[src/rtl/sc_fifo_pkt_gen.sv]
// Avalon-ST test-packet source for the 64-bit single-clock FIFO ingress.
// Beats carry {seq, word index}; every output comes straight from a flop.
module sc_fifo_pkt_gen #(
  parameter int unsigned ERR_W = 1
) (
  input  logic             clk_clk,
  input  logic             reset_reset_n,
  input  logic             cfg_start,
  input  logic             cfg_stop,
  input  logic [15:0]      cfg_pkt_len,
  input  logic [31:0]      cfg_num_pkts,
  input  logic [7:0]       cfg_ipg,
  input  logic             cfg_err_inject,
  output logic [63:0]      out_data,
  output logic             out_valid,
  input  logic             out_ready,
  output logic             out_startofpacket,
  output logic             out_endofpacket,
  output logic [2:0]       out_empty,
  output logic [ERR_W-1:0] out_error,
  output logic             sts_busy,
  output logic             sts_done,
  output logic [31:0]      sts_pkt_cnt
);

  typedef enum logic [1:0] {StIdle, StSend, StGap} state_e;

  state_e             state_q, state_d;
  logic [12:0]        last_q, last_d;
  logic [2:0]         len_rem_q, len_rem_d;
  logic [31:0]        num_q, num_d;
  logic [7:0]         ipg_q, ipg_d;
  logic               inj_q, inj_d;
  logic               stop_q, stop_d;
  logic [7:0]         gap_q, gap_d;
  logic [31:0]        seq_q, seq_d;
  logic [12:0]        w_q, w_d;
  logic [31:0]        cnt_q, cnt_d;
  logic               valid_q, valid_d;
  logic               sop_q, sop_d;
  logic               eop_q, eop_d;
  logic [2:0]         empty_q, empty_d;
  logic [ERR_W-1:0]   error_q, error_d;
  logic               busy_q, busy_d;
  logic               done_q, done_d;

  logic               load_beat, clear_beat, beat_eop, beat_inj;
  logic [12:0]        nxt_w, nxt_last;
  logic [2:0]         beat_rem;

  always_comb begin
    state_d    = state_q;
    last_d     = last_q;
    len_rem_d  = len_rem_q;
    num_d      = num_q;
    ipg_d      = ipg_q;
    inj_d      = inj_q;
    stop_d     = stop_q;
    gap_d      = gap_q;
    seq_d      = seq_q;
    w_d        = w_q;
    cnt_d      = cnt_q;
    valid_d    = valid_q;
    sop_d      = sop_q;
    eop_d      = eop_q;
    empty_d    = empty_q;
    error_d    = error_q;
    busy_d     = busy_q;
    done_d     = 1'b0;
    load_beat  = 1'b0;
    clear_beat = 1'b0;
    nxt_w      = w_q;
    nxt_last   = last_q;
    beat_rem   = len_rem_q;
    beat_inj   = inj_q;
    beat_eop   = 1'b0;

    unique case (state_q)
      StIdle: begin
        if (cfg_start && (cfg_pkt_len != 16'd0)) begin
          // Beat 0 is built from the raw cfg inputs since the latches load this same edge.
          last_d    = 13'((cfg_pkt_len - 16'd1) >> 3);
          len_rem_d = cfg_pkt_len[2:0];
          num_d     = cfg_num_pkts;
          ipg_d     = cfg_ipg;
          inj_d     = cfg_err_inject;
          stop_d    = 1'b0;
          cnt_d     = 32'd0;
          seq_d     = 32'd0;
          busy_d    = 1'b1;
          state_d   = StSend;
          load_beat = 1'b1;
          nxt_w     = 13'd0;
          nxt_last  = last_d;
          beat_rem  = cfg_pkt_len[2:0];
          beat_inj  = cfg_err_inject;
        end
      end
      StSend: begin
        if (cfg_stop) stop_d = 1'b1;
        if (valid_q && out_ready) begin
          if (eop_q) begin
            cnt_d = cnt_q + 32'd1;
            seq_d = seq_q + 32'd1;
            if (((num_q != 32'd0) && (cnt_d == num_q)) || stop_q || cfg_stop) begin
              state_d    = StIdle;
              busy_d     = 1'b0;
              done_d     = 1'b1;
              clear_beat = 1'b1;
            end else if (ipg_q != 8'd0) begin
              state_d    = StGap;
              gap_d      = ipg_q;
              clear_beat = 1'b1;
            end else begin
              load_beat = 1'b1;
              nxt_w     = 13'd0;
            end
          end else begin
            load_beat = 1'b1;
            nxt_w     = w_q + 13'd1;
          end
        end
      end
      StGap: begin
        if (cfg_stop) begin
          state_d = StIdle;
          busy_d  = 1'b0;
          done_d  = 1'b1;
        end else if (gap_q == 8'd1) begin
          state_d   = StSend;
          load_beat = 1'b1;
          nxt_w     = 13'd0;
        end else begin
          gap_d = gap_q - 8'd1;
        end
      end
      default: state_d = StIdle;
    endcase

    if (load_beat) begin
      beat_eop = (nxt_w == nxt_last);
      valid_d  = 1'b1;
      w_d      = nxt_w;
      sop_d    = (nxt_w == 13'd0);
      eop_d    = beat_eop;
      empty_d  = beat_eop ? (3'd0 - beat_rem) : 3'd0;
      error_d  = (beat_eop && beat_inj) ? {ERR_W{1'b1}} : {ERR_W{1'b0}};
    end else if (clear_beat) begin
      valid_d = 1'b0;
      w_d     = 13'd0;
      sop_d   = 1'b0;
      eop_d   = 1'b0;
      empty_d = 3'd0;
      error_d = {ERR_W{1'b0}};
    end
  end

  always_ff @(posedge clk_clk or negedge reset_reset_n) begin
    if (!reset_reset_n) begin
      state_q   <= StIdle;
      last_q    <= 13'd0;
      len_rem_q <= 3'd0;
      num_q     <= 32'd0;
      ipg_q     <= 8'd0;
      inj_q     <= 1'b0;
      stop_q    <= 1'b0;
      gap_q     <= 8'd0;
      seq_q     <= 32'd0;
      w_q       <= 13'd0;
      cnt_q     <= 32'd0;
      valid_q   <= 1'b0;
      sop_q     <= 1'b0;
      eop_q     <= 1'b0;
      empty_q   <= 3'd0;
      error_q   <= {ERR_W{1'b0}};
      busy_q    <= 1'b0;
      done_q    <= 1'b0;
    end else begin
      state_q   <= state_d;
      last_q    <= last_d;
      len_rem_q <= len_rem_d;
      num_q     <= num_d;
      ipg_q     <= ipg_d;
      inj_q     <= inj_d;
      stop_q    <= stop_d;
      gap_q     <= gap_d;
      seq_q     <= seq_d;
      w_q       <= w_d;
      cnt_q     <= cnt_d;
      valid_q   <= valid_d;
      sop_q     <= sop_d;
      eop_q     <= eop_d;
      empty_q   <= empty_d;
      error_q   <= error_d;
      busy_q    <= busy_d;
      done_q    <= done_d;
    end
  end

  assign out_data          = {seq_q, 19'd0, w_q};
  assign out_valid         = valid_q;
  assign out_startofpacket = sop_q;
  assign out_endofpacket   = eop_q;
  assign out_empty         = empty_q;
  assign out_error         = error_q;
  assign sts_busy          = busy_q;
  assign sts_done          = done_q;
  assign sts_pkt_cnt       = cnt_q;

endmodule

[config.mk]
export PLATFORM = sky130hd
export DESIGN_NAME = sc_fifo_pkt_gen
export DESIGN_NICKNAME = d
export VERILOG_FILES = /design/src/rtl/sc_fifo_pkt_gen.sv
export SDC_FILE = /design/constraint.sdc
export NUM_CORES = 1
export LEC_CHECK = 0
export ABC_CLOCK_PERIOD_IN_PS = 5000
export CORE_UTILIZATION = 30
export CTS_BUF_LIST = sky130_fd_sc_hd__clkbuf_4 sky130_fd_sc_hd__clkbuf_8
export CTS_CLUSTER_DIAMETER = 80
export DETAILED_ROUTE_END_ITERATION = 6
export SYNTH_ARGS = -nofsm -noshare
export SYNTH_HDL_FRONTEND = slang
export SYNTH_SLANG_ARGS = --single-unit
[constraint.sdc]
create_clock -name clk_clk -period 5 [get_ports clk_clk]
set_input_delay 0.5 -clock clk_clk [delete_from_list [all_inputs] [get_ports clk_clk]]
set_output_delay 0.5 -clock clk_clk [all_outputs]
set_load 0.02 [all_outputs]
Word level (Yosys, flattened, before mapping). Cells that the tools add are included.

Output and inout bits: 105. Word-level logic and storage cells: 136. Register bits after elaboration: 154.

Add/sub/neg operators: 6. Reduce and logical (&&, ||, !) cells: 21. Eq/ne operators: 17. Muxes and demuxes: 74.

Operator list (number): $mux 32 (5); $mux 13 (11); $pmux 32 s2 (2); $add 32x1->32 const B (2); $mux 8 (6); $pmux 13 s3 (1); $eq 32x32->1 (1); $reduce_bool 32->1 (1); $mux 1 (31); $ne 2x2->1 const B (10); $pmux 8 s2 (1); $reduce_bool 16->1 (1); $sub 16x1->16 const B (1); $mux 3 (5); $mux 2 (7); $add 13x1->13 const B (1); $eq 13x13->1 (1); $logic_not 13->1 (1); $eq 8x1->1 const B (1); $reduce_bool 8->1 (1); $sub 8x1->8 const B (1); $reduce_and 7->1 (1); $ne 3x3->1 const B (2); $pmux 1 s3 (2); other kinds (15) (22).

Longest topological paths before layout.
Depth after elaboration: 13. Gate-level depth with buffers: 15. Depth with buffers taken out: 13.

Worst setup path before layout. OpenSTA, ideal clock, no wires.

Path kind: reg2reg. Start point: register cnt_q[2] (netlist: sts_pkt_cnt[2]). End point: register sop_q (netlist: out_startofpacket). Arrival: 3613 ps. Buffers on the path: 4. Setup slack: 1295 ps. Setup time: 92 ps. Cell stages (with the launch flop): 16. Cell sequence: dfrtp_1 > clkbuf_2 > nand3_2 > or4_1 > buf_2 > o41a_1 > o22ai_1 > nor4_1 > and4b_1 > buf_6 > or2_1 > buf_6 > a31oi_4 > o21ai_1 > or4b_1 > o31ai_2.

Longest elaborated chain between the ends: 11. Elaborated cells between the ends (all ways): 20. Those cells by class: add/sub (1); eq/ne (1); mux (13); reduce/logical (5).

RTL lines: start: declaration (RTL line 38) `logic [31:0] cnt_q, cnt_d;`; start signal: assignment (RTL line 189) `cnt_q <= cnt_d;`; $add 32x1->32 * (RTL line 103) `cnt_d = cnt_q + 32'd1;`; $eq 32x32->1 * (RTL line 105) `if (((num_q != 32'd0) && (cnt_d == num_q)) || stop_q || cfg_stop) begin`; $logic_and 1x1->1 * (RTL line 105); $logic_or 1x1->1 * (2 in a row) (RTL line 105); $mux 13 (RTL line 105); $mux 13 (RTL line 102) `if (eop_q) begin`; $mux 13 (RTL line 101) `if (valid_q && out_ready) begin`; $pmux 13 s3 (RTL line 78) `unique case (state_q)`; $logic_not 13->1 (RTL line 144) `sop_d = (nxt_w == 13'd0);`; $mux 1 (RTL line 140) `if (load_beat) begin`; end signal: assignment (RTL line 191) `sop_q <= sop_d;`; end: declaration (RTL line 40) `logic sop_q, sop_d;`.

Mark *: on every way between the ends. The rest lies on a longest branch, timed or not. A chain may end at the register's enable or synchronous reset.

Worst setup path after layout.
Start point: register cnt_q[8] (netlist: sts_pkt_cnt[8]). End point: register w_q[11].

Longest elaborated chain between the ends: 10. Elaborated cells between the ends (all ways): 19. Those cells by class: add/sub (1); eq/ne (1); mux (13); reduce/logical (4).

RTL lines: $add 32x1->32 * (RTL line 103); $eq 32x32->1 * (RTL line 105); $logic_and 1x1->1 * (RTL line 105); $logic_or 1x1->1 * (2 in a row) (RTL line 105); $mux 13 or $mux 1 (tied branches) (RTL line 105); $mux 13 or $mux 1 (tied branches) (RTL line 102); $mux 13 or $mux 1 (tied branches) (RTL line 101); $pmux 13 s3 (tied with other cells) (RTL line 78); $mux 13 or $reduce_bool 2->1 (tied branches); end signal: assignment (RTL line 188) `w_q <= w_d;`; end: declaration (RTL line 37) `logic [12:0] w_q, w_d;`.

Marked as above.

==> results.env <==
POWER_DENSITY_mW_PER_MM2=389
WHS_PATH_DEPTH=2
PLACEMENT.CELL_AREA_MM2=0.0119
NETLIST.TOP_CELL.BY_AREA='dfrtp_1'
SETUP-VIOLATIONS-FINAL=0
WHS_PS=496
CRITICAL_PATH_CLASS='reg2reg'
CRITICAL_PATH_CELL_COUNT=10
AREA_FRACTION_OF_THE_DOMINANT_CELL_TYPE_AFTER_SYNTHESIS_PCT=38.5
SYNTH.FF_LATCH_COUNT=154
RANKING_OF_SYNTHESIZED_CELLS_BY_AREA='dfrtp_1 (39%), nand2_1 (8.6%), nor2_1 (3.9%), xor2_1 (3.7%), xnor2_1 (3.4%)'
SETUP_SLACK_PS=377
ACHIEVABLE-FREQUENCY_MHz=216
DETAIL_ROUTE.DRC_VIOLATIONS=0
DRT_FIRST_ITER_VIOLATIONS=923
CLOCK_TREE.BUFFER_DEPTH=2
FINALCRITICALPERIOD_PS=4620
LAYOUT_COMMON_CELLS='nand2_1 (228), dfrtp_1 (154), clkdlybuf4s50_1 (146)'
WORST-ENDPOINT-ARRIVAL_PS=5030
NUM_VIAS=9797
FP.DIEW_UM=185
MAXIMUM_NUMBER_OF_PINS_ON_ONE_NET_BEFORE_GLOBAL_ROUTE_REPAIR=57
TRITONCTS_CLOCK_TREE='done'
ROUTABILITYCONGESTION=0.930
TIGHTESTPINTRANSITION_PS=1020
ASYNC_FLOP_SHARE_PCT=100
POSTCTSRESIZEDCELLS=0
CRITICAL-PATH-SLOWEST-CELL='or4_1'
YS_WARN_COUNT=0
FILLERINSTANCES=3388
FP.COREAREA_MM2=0.0327
SYN_AREA_PER_CELL_UM2=8.19
FIN_UTIL_PCT=37.5
DIE-AREA_MM2=0.0341
GROUTE.USAGE.OVERALL_PCT=20.2
MAX-VDD-IR-DROP_uV=192
CLOCK-SINKS=154
PLACEMENTROWS=66
ANTENNA_FOUND_INITIAL=0
SYNTH_AREA_MM2=0.0100
POST-LAYOUT-TOTAL-POWER_mW=4.77
SYNTHFLOPTYPE='dfrtp_1'
WORSTREGTOREGCELLS=10
SYNTH-EDFF-COUNT=0
DP_HPWL_UM=24800
KIND_OF_END_POINT_OF_THE_CRITICAL_PATH='register'
DRT_FIRST_PASS_ITERS=5
DESIGN.PORTCOUNT=167
FRACTION_OF_THE_CYCLE_THE_FINAL_WORST_PATH_NEEDS_PCT=92.5
GRT_SETUP_UNREPAIRED='no'
CLOCK_INSERTION_DELAY_WORST_SKEW_PS=480
FIRST_GLOBAL_VIAS=9174
ANTENNA-DIODE-COUNT=0
CTS.CLK_SLEW.WORST_PATHS_PS=100
TIMING.HOLD.WORST.CLASS='reg2reg'
FLOORPLAN.DIE.HEIGHT_UM=185
NUM-NETS-FINAL=1418
FINAL_REPORT_MAX_SLEW_VIOLATION_COUNT=0
GLOBALROUTE.TOTALOVERFLOW=0
CRITICAL_PATH.CELL_CHAIN='nand4_2 -> or4_1 -> nor4_4 -> xnor2_1 -> nor4_1 -> and4b_1 -> o32ai_2 -> a31oi_2 -> o21bai_1 -> a22o_1'
FINAL_LAYOUT_SIZE_SUFFIX_GT1_SHARE_PCT=6.40
MAX_CAP_VIOLATIONS=0
CTS-BUFFERS-INSERTED=17
ROUTE.FINAL.WIRE_LENGTH_UM=33600
IO_BUFFER_COUNT=147
VIA_PER_INST=5.44
NUMBER_OF_CELLS_PRODUCED_BY_SYNTHESIS=1222
CTS-ROOT-BUF='clkbuf_8'
FIN_TNS_SETUP_PS=0
SYNTH-SEQ-AREA-SHARE_PCT=38.5
CRITPATHREQUIREDTIME_PS=5410
SETUP.WORST_PATH.START_CLASS='register'
INITIAL_UTILIZATION_PCT=30.6
FINAL_COMMON_CELL='nand2_1'
CRITICAL_PATH_BUF_INV_COUNT=0
STATUS='completed'
FINALHOLDVIOLATIONS=0
P_LEAK_nW=4.99
POST_SYNTH_NUM_CELL_TYPES=85
CRITICAL_PATH.TOP_DELAY_FAMILY='simple AND/OR/NAND/NOR gates'
HTREE_NUM_LEVELS=4
CLOCK_TREE_SKEW_AFTER_FINAL_LAYOUT_PS=20.9
TIMING.CRITICAL_PATH.SLOWEST_CELL_DELAY_PS=750
CRITPATHMAXFANOUT=17
SLEW_HEADROOM_PCT=31.9
PLACED_INSTANCE_COUNT=1768
ROUTEDWLPERCELL_UM=18.7
STDCELL_COUNT=1801
DRT.ANTENNA.VIOLATING_NETS=0
SYN_TO_LAYOUT_AREA_DELTA_PCT=22.5
PLACE_WS_PS=459
FINALINSTANCEAREA_MM2=0.0123
GRT_FIRST_PASS_WIRELENGTH_UM=53200
## routing by layer
layer  up-vias  share of wire (%)  track usage [%]
met5         -                  0                0
met4         0                2.5             7.40
met3        61                6.3             3.12
met2       412                 43             29.4
met1      4734                 48             30.0
li1       4590                  -                -
## kinds of logic (layout without fill, tap and decap cells)
logic type | Yosys count | count (layout) | synth area share, %
and+or+nand+nor | 576 | 576 | 27.8
AOI/OAI and AO/OA | 263 | 263 | 18.2
DFF | 154 | 154 | 38.5
buffers and inverters | 121 | 240 | 5.50
xor gates and xnor gates | 81 | 81 | 7.09
muxes | 16 | 16 | 1.65
adders and majority gates | 10 | 10 | 1.25
other | 1 | 19 | 0.0375
## path summary, 6_finish.rpt
kind	slack, ps	from	to
min in group asynchronous	560	reset_reset_n	sts_pkt_cnt[12]$_DFFE_PN0P_
setup / recovery	380	sts_pkt_cnt[8]$_DFFE_PN0P_	w_q[11]$_DFFE_PN0P_
hold / removal	500	inj_q$_DFF_PN0_	inj_q$_DFF_PN0_
max in group asynchronous	3250	reset_reset_n	w_q[0]$_DFFE_PN0P_
hold reg to reg	500	inj_q$_DFF_PN0_	inj_q$_DFF_PN0_
setup reg to reg	380	sts_pkt_cnt[8]$_DFFE_PN0P_	w_q[11]$_DFFE_PN0P_
## worst reg2reg max path: stages (launching register included)
cell      delay, ps
dfrtp_1         580
nand4_2         230
or4_1           750
nor4_4          370
xnor2_1         110
nor4_1          500
and4b_1         600
o32ai_2         270
a31oi_2         680
o21bai_1        300
a22o_1          180
## registers in the layout, indices dropped and copies added, names as in the netlist, 3 cells and up
name,count
num_q,32
seq_q,32
sts_pkt_cnt,32
last_q,13
w_q,13
gap_q,8
ipg_q,8
len_rem_q,3
out_empty,3
## power by group
group	internal (mW)	total, mW	switching, mW
logic	0.749	1.97	1.22
registers	1.53	1.86	0.329
clock network	0.361	0.934	0.572
total	2.64	4.77	2.12
## cells in the mapped netlist, types with 5 or more instances
cell,n
a211o_1,5
a21o_1,5
a21oi_1,55
a22o_1,11
a22oi_1,6
a31oi_1,12
and2_0,5
and2_1,6
and3_1,19
and4_1,12
buf_2,7
buf_4,19
clkbuf_1,54
dfrtp_1,154
ha_1,10
inv_1,31
mux2i_1,12
nand2_1,228
nand2b_1,7
nand3_1,46
nand4_1,31
nor2_1,104
nor3_1,34
nor4_1,26
o2111ai_1,5
o21a_1,6
o21ai_0,67
o21ai_1,5
o221ai_1,6
o22ai_1,7
o31ai_1,18
o41ai_1,5
or3_1,19
or4_1,12
xnor2_1,39
xor2_1,42
## area by class of cell
class                      instances  area [um2]  area share, %
timing repair buffer             174        1680           13.7
tap                              442         553           4.51
sequential                       154        3850           31.5
clock buffer                      17         234           1.91
clock inverter                    15         135           1.10
inverter                          34         128           1.04
multi-input combinational        965        5670           46.3
## what timing repair did
action | in CTS | in global routing
setup buffers | 0 | 0
endpoints found under the hold margin | 52 | 0
hold buffers | 1 | 0
Note: power is estimated with default switching activity, not from simulation.
